[config.mk]
export PLATFORM = sky130hd
export DESIGN_NAME = cmos_capture_pack
export DESIGN_NICKNAME = d
export VERILOG_FILES = /design/src/rtl/cmos_capture_pack.sv
export SDC_FILE = /design/constraint.sdc
export NUM_CORES = 1
export LEC_CHECK = 0
export CAP_MARGIN = 20
export CORE_UTILIZATION = 52
export CTS_CLUSTER_SIZE = 8
export DETAILED_ROUTE_END_ITERATION = 8
export PLACE_DENSITY = 0.76
export SLEW_MARGIN = 20
export SYNTH_ARGS = -nofsm -noshare
export SYNTH_HDL_FRONTEND = slang
export SYNTH_SLANG_ARGS = --single-unit
export TNS_END_PERCENT = 10
[constraint.sdc]
create_clock -name clk -period 2.4 [get_ports clk]
set_input_delay 0.48 -clock clk [delete_from_list [all_inputs] [get_ports clk]]
set_output_delay 0.48 -clock clk [all_outputs]
set_load 0.05 [all_outputs]
[src/rtl/cmos_capture_pack.sv]
// Camera Y-stream capture: frame skipping, 4-pixel packing into 32-bit words,
// and line/frame geometry checking, all on the pixel clock.
module cmos_capture_pack #(
    parameter int IMG_HDISP   = 64,
    parameter int IMG_VDISP   = 48,
    parameter int SKIP_FRAMES = 2
) (
    input  logic        clk,
    input  logic        rst_n,
    input  logic        enable,
    input  logic        cam_vsync,
    input  logic        cam_href,
    input  logic [7:0]  cam_data,
    output logic [31:0] wr_data,
    output logic        wr_en,
    output logic        frame_start,
    output logic        frame_done,
    output logic        line_err,
    output logic        frame_err
);

    localparam logic [1:0] ST_IDLE   = 2'd0;
    localparam logic [1:0] ST_SKIP   = 2'd1;
    localparam logic [1:0] ST_WAIT   = 2'd2;
    localparam logic [1:0] ST_ACTIVE = 2'd3;

    localparam logic [11:0] HD  = 12'(IMG_HDISP);
    localparam logic [11:0] VD  = 12'(IMG_VDISP);
    localparam logic [3:0]  SKL = 4'((SKIP_FRAMES == 0) ? 0 : SKIP_FRAMES - 1);

    logic [1:0]  state;
    logic        vs1;
    logic        hs1;
    logic [7:0]  d1;
    logic        vs1_d;
    logic        hs1_d;
    logic [3:0]  skip_cnt;
    logic [11:0] pix_cnt;
    logic [11:0] line_cnt;
    logic [1:0]  grp;
    logic [23:0] pack;
    logic        done_pend;

    logic        vs_rise;
    logic        hs_fall;
    logic [11:0] pix_inc;
    logic [11:0] line_inc;
    logic [31:0] pad_word;

    assign vs_rise  = vs1 & ~vs1_d;
    assign hs_fall  = ~hs1 & hs1_d;
    assign pix_inc  = (pix_cnt == 12'hfff) ? pix_cnt : pix_cnt + 12'd1;
    assign line_inc = (line_cnt == 12'hfff) ? line_cnt : line_cnt + 12'd1;

    // Only bytes already collected in this group survive; the rest read as zero.
    always_comb begin
        pad_word = 32'd0;
        unique case (grp)
            2'd1:    pad_word = {24'd0, pack[7:0]};
            2'd2:    pad_word = {16'd0, pack[15:0]};
            2'd3:    pad_word = {8'd0, pack[23:0]};
            default: pad_word = 32'd0;
        endcase
    end

    always_ff @(posedge clk or negedge rst_n) begin
        if (!rst_n) begin
            vs1   <= 1'b0;
            hs1   <= 1'b0;
            d1    <= 8'd0;
            vs1_d <= 1'b0;
            hs1_d <= 1'b0;
        end else begin
            vs1   <= cam_vsync;
            hs1   <= cam_href;
            d1    <= cam_data;
            vs1_d <= vs1;
            hs1_d <= hs1;
        end
    end

    always_ff @(posedge clk or negedge rst_n) begin
        if (!rst_n) begin
            state       <= ST_IDLE;
            skip_cnt    <= 4'd0;
            pix_cnt     <= 12'd0;
            line_cnt    <= 12'd0;
            grp         <= 2'd0;
            pack        <= 24'd0;
            done_pend   <= 1'b0;
            wr_data     <= 32'd0;
            wr_en       <= 1'b0;
            frame_start <= 1'b0;
            frame_done  <= 1'b0;
            line_err    <= 1'b0;
            frame_err   <= 1'b0;
        end else begin
            wr_en       <= 1'b0;
            frame_start <= 1'b0;
            frame_done  <= done_pend;
            done_pend   <= 1'b0;
            if (!enable) begin
                state      <= ST_IDLE;
                skip_cnt   <= 4'd0;
                grp        <= 2'd0;
                frame_done <= 1'b0;
            end else begin
                unique case (state)
                    ST_IDLE: begin
                        skip_cnt <= 4'd0;
                        state    <= (SKIP_FRAMES == 0) ? ST_WAIT : ST_SKIP;
                    end
                    ST_SKIP: begin
                        if (vs_rise) begin
                            if (skip_cnt == SKL) begin
                                state <= ST_WAIT;
                            end else begin
                                skip_cnt <= skip_cnt + 4'd1;
                            end
                        end
                    end
                    ST_WAIT: begin
                        if (vs_rise) begin
                            frame_start <= 1'b1;
                            line_cnt    <= 12'd0;
                            pix_cnt     <= 12'd0;
                            grp         <= 2'd0;
                            state       <= ST_ACTIVE;
                        end
                    end
                    ST_ACTIVE: begin
                        if (vs_rise) begin
                            // A new frame always wins, even over a line in flight.
                            frame_start <= 1'b1;
                            if (line_cnt != 12'd0 && line_cnt != VD) begin
                                frame_err <= 1'b1;
                            end
                            if (hs1) begin
                                line_err <= 1'b1;
                            end
                            line_cnt <= 12'd0;
                            pix_cnt  <= 12'd0;
                            grp      <= 2'd0;
                        end else if (hs1) begin
                            pack[{grp, 3'b000} +: 8] <= d1;
                            grp     <= grp + 2'd1;
                            pix_cnt <= pix_inc;
                            if (grp == 2'd3) begin
                                wr_en   <= 1'b1;
                                wr_data <= {d1, pack};
                            end
                        end else if (hs_fall) begin
                            if (grp != 2'd0) begin
                                wr_en   <= 1'b1;
                                wr_data <= pad_word;
                            end
                            if (pix_cnt != HD) begin
                                line_err <= 1'b1;
                            end
                            if (line_cnt >= VD) begin
                                frame_err <= 1'b1;
                            end
                            // Done follows the line's last word, padded or not.
                            if (line_inc == VD && line_cnt != VD) begin
                                if (grp == 2'd0) begin
                                    frame_done <= 1'b1;
                                end else begin
                                    done_pend <= 1'b1;
                                end
                            end
                            line_cnt <= line_inc;
                            pix_cnt  <= 12'd0;
                            grp      <= 2'd0;
                        end
                    end
                    default: state <= ST_IDLE;
                endcase
            end
        end
    end

endmodule
Word level (Yosys, flattened, before mapping)
Index checks and enable logic that the tools add are counted.
Cells by class
  equality and inequality tests: 29
  bitwise logic cells: 5
  reduce and logical (&&, ||, !) cells: 22
  mux-type cells: 66
  add/subtract/negate cells: 5
  magnitude comparators: 1
  shift operators: 2
Operator list (number)
  $mux 32: 4
  $mux 12: 9
  $pmux 24 s3: 1
  $pmux 12 s2: 2
  $mux 1: 34
  $add 12x1->12 const B: 2
  $bwmux 24: 1
  $eq 12x12->1 const B: 2
  $shift 8x7->24 const A: 1
  $shiftx 8x7->24: 1
  $mux 2: 9
  $ne 3x3->1 const B: 6
  $reduce_and 6->1: 3
  $reduce_bool 2->1: 7
  $eq 12x6->1 const B: 1
  $ge 12x6->1 const B: 1
  $mux 4: 3
  $ne 12x6->1 const B: 1
  $ne 12x7->1 const B: 1
  $reduce_bool 12->1: 1
  $reduce_and 5->1: 2
  $eq 2x2->1 const B: 4
  $ne 4x4->1 const B: 2
  $pmux 4 s2: 1
  19 further kinds: 31
Storage, ports and cells
  output and inout port bits: 37
  register bits: 106
  logic and storage cells: 148
  input bits: 13

Longest topological paths before layout
  depth after elaboration: 10
  gate-level depth with buffers: 9
  mapped depth without buffers: 7

Worst setup path before layout
No wires, ideal clock.
  path type: reg2reg
  from: reg line_cnt[1]
  to: reg done_pend
  library setup time: 96 ps
  slack: 150 ps
  arrival time: 2155 ps
  buffers on the path: 0
  data required time: 2304 ps
  cell stages (with the launch flop): 7
  period minus slack after synthesis: 2250 ps
  cell sequence: dfrtp_1 ha_1 nand3_1 nor3_1 mux2_2 or4_4 nor4_2
Between the ends
  word-level cells in the longest chain between the ends: 10
  elaborated cells between the ends (all ways): 12
  those cells by class: 1 x add/sub; 3 x eq/ne; 7 x mux; 1 x reduce/logical
RTL lines
  start: declaration: line 39  | logic [11:0] line_cnt;
  start signal: assignment: line 171  | line_cnt <= line_inc;
  $add 12x1->12 / $eq 12x12->1 (equally long branches): line 53  | assign line_inc = (line_cnt == 12'hfff) ? line_cnt : line_cnt + 12'd1;
  $mux 12: line 53
  $eq 12x6->1: line 164  | if (line_inc == VD && line_cnt != VD) begin
  $logic_and 1x1->1 (*): line 164
  $mux 1 (*): line 164
  $mux 1 (*): line 152  | end else if (hs_fall) begin
  $mux 1 (*): line 144  | end else if (hs1) begin
  $mux 1 (*): line 132  | if (vs_rise) begin
  $mux 1 (*): line 108  | unique case (state)
  $mux 1 (*): line 102  | if (!enable) begin
  end signal: assignment: line 90  | done_pend <= 1'b0;
  end signal: assignment: line 101  | done_pend <= 1'b0;
  end signal: assignment: line 168  | done_pend <= 1'b1;
  end: declaration: line 42  | logic done_pend;
Every way passes the cells marked *; elsewhere a longest branch is shown, timed or not.
A chain may end at the register's enable or synchronous reset.

Final worst setup path
  from: reg line_cnt[0]
  to: reg done_pend
The elaborated chain is that of the path after synthesis.

==> results.yml <==
synth:
  synthCells: 527
  synth_commonest_cells: "106 x dfrtp_1, 105 x nand2_1, 57 x o21ai_0"
  yosysTopAreaCell: "dfrtp_1"
  most_common_cell_in_the_netlist: "dfrtp_1"
  ys_seq_elements: 106
  flip_flop_cell_with_the_highest_count_after_synthesis: "dfrtp_1"
  synth_enable_flop_cells: 0
  synth_cell_types: 62
  post_synthesis_cell_area_mm2: 0.005091
  synth.net_count: 555
  syn-mean-instance-area_um2: 9.661
  post_synth_main_area_contributors: "dfrtp_1 52%, nand2_1 7.7%, o21ai_0 5.6%"
  ys_seq_area_share_pct: 52.10
  synth_async_sr_flop_share_pct: 100.0
  synth_largest_type_area_fraction_pct: 52.10
  synth_warnings: 0
floorplan:
  placement_rows: 35
  dieHeight_um: 100.9
  die_x_um: 100.9
  initial_utilization_pct: 54.33
  io_pins: 50
  coreArea_mm2: 0.009371
  die-area_mm2: 0.01019
clock_network:
  cts.sinks: 106
  hold_buffers: 0
  cts_max_path_buffers: 2
  cts_htree_levels: 3
  cts_made_buffers: 9
  clk_root_buffer_cell: "clkbuf_8"
  cts_tree: "built"
  later_pin_clock_latency_in_the_skew_report_ps: 380
  cts.reportedPaths.clkPinSlew_ps: 110
  post_cts_buffers: 0
timing:
  period_minus_slack_ps: 2269
  report.final.hold_viol_count: 0
  worst_hold_slack_ps: 54.31
  worst-slew-pin-transition_ps: 543.4
  max_freq_mhz: 440.7
  fin_crit_sh_pct: 94.55
  tns_ps: 0
  fin_ws_ps: 130.9
  final.setup_skew_ps: 14.96
  unrepaired_setup_endpoints_after_global_routing: "false"
  timing.final.setup_violations: 0
  timing.max_slew.rel_slack_pct: 63.67
  number_of_pins_exceeding_their_max_slew_limit_in_the_final_report: 0
detailed_routing:
  drtIter0Drc: 173
  drc: 0
  dr_total_vias: 4059
  wl_per_cell_um: 15.13
  ant_nets: 0
  drt_wl_total_um: 10930
  drt-pass1-iter-count: 4
  vias_per_cell: 5.622
pwr:
  ir_worst_vdd_mv: 0.4984
  p_leak_nw: 2.519
  power-per-cell-area_mw_per_mm2: 592.4
final_layout:
  postLayoutCellArea_mm2: 0.006008
  antenna_cells_inserted: 0
  final_core_util_pct: 64.11
  final_nets: 616
  synthToLayoutAreaGrowth_pct: 18.01
  drive_gt1_share_pct: 11.47
worst_setup_path:
  arrival_worst_endpoint_ps: 2550
  timing.setup.critical_path_class: "flop to flop"
  critPathMaxFanout: 8
  cp-end-kind: "flop"
  critPathLaunchType: "flop"
  critPathRequiredTime_ps: 2680
global_routing:
  grt.total_usage_pct: 23.64
  first_global_vias: 3909
  grt_pass1_wl_um: 18820
  grt_max_degree: 53
  grt_antenna_before_repair: 0
  grt_overflow_total: 0
placement:
  place_hpwl_um: 7860
  detailed_place.area_mm2: 0.005812
  gp_routability_congestion: 0.9389
  placement.setup.worst_slack_ps: -18.72
  io_buffers: 49
run_status:
  status: "completed"
run:
  max-cap-violations: 0
worst_hold_path:
  min-delay-path-class: "input pin to async pin"
## worst paths after layout
check                                 start          end  slack (ps)  cells past startpoint
worst max-delay path            line_cnt[0]    done_pend         130                      6
worst max register to register  line_cnt[0]    done_pend         130                      6
worst min-delay path                  rst_n     pack[19]          50                      1
worst min register to register          vs1        vs1_d         430                      0
min in group clk                        vs1        vs1_d         430                      0
max in group asynchronous             rst_n  wr_data[23]        1670                      2
## layout by cell type (no fill, tap or decap), types with 3 or more instances in the layout
cell type          n
a22o_1            17
nor2b_1            4
clkbuf_8           9
inv_1             26
or4_2              6
o22a_1             3
and3_1             3
nor2_1            15
or3_2              4
dfrtp_1          105
nand2b_1           5
ha_1              15
a21oi_1           20
nor3_1            11
clkdlybuf4s50_1   48
o31ai_1           16
nand4_1            9
a21o_1             4
a31oi_1            3
nand3_1           22
nand2_1          105
buf_4             26
o211ai_1           4
or4_1              3
and2_1             4
o21ai_0           57
## power breakdown
group          internal [mW]  switching [mW]
sequential              1.88          0.0747
combinational          0.207           0.326
clock                  0.404           0.665
total                   2.49            1.07
## per-layer routing
layer / share of wire (%) / vias up / global-route usage (%)
met5: 0 / - / 0
met4: 1.5 / 0 / 7.023
met1: 44 / 1950 / 31.23
met3: 4.2 / 15 / 4.369
met2: 50 / 102 / 39.83
li1: - / 1992 / -
## cell families after synthesis
family          synth area share (%)
fa+ha+maj                      3.686
simple gates                   19.76
buf+inv                        4.989
mux                           0.6144
compound gates                 18.68
xor+xnor                      0.1721
flops                          52.10
## sequential cells by signal, summed over array words and instances, names as in the netlist, 2 cells and up
name	count
wr_data	32
pack	24
line_cnt	12
pix_cnt	12
d1	8
skip_cnt	4
grp	2
state	2
## layout make-up
| cell class | count | area, µm² |
|---|---|---|
| fill | 826 | 3363 |
| sequential | 106 | 2654 |
| multi-input combinational | 369 | 2185 |
| timing repair buffer | 76 | 715.7 |
| tap | 129 | 161.4 |
| clock buffer | 9 | 123.9 |
| inverter | 26 | 97.59 |
| clock inverter | 7 | 71.32 |
## metrics by stage
| step | std cells | power (mW) |
|---|---|---|
| 2_1_floorplan | 527 | 2.328 |
| 3_3_place_gp | 706 | 2.494 |
| 3_5_place_dp | 706 | 2.528 |
| 4_1_cts | 722 | 3.600 |
| 5_1_grt | 722 | 3.737 |
| 6_report | 722 | 3.559 |
## what timing repair did
item                                    in CTS  in global routing
hold endpoints to repair                     0                  0
resized for setup                            0                  1
endpoints found under the setup margin       0                  1
## worst max-delay path, stage by stage, from the launching register on
cell and delay, ps:
dfrtp_1 400, ha_1 270, and3_1 310, a221oi_2 270, a31oi_1 70, or4_4 570, nor4_2 290
Power figures use the tool's default switching activity.
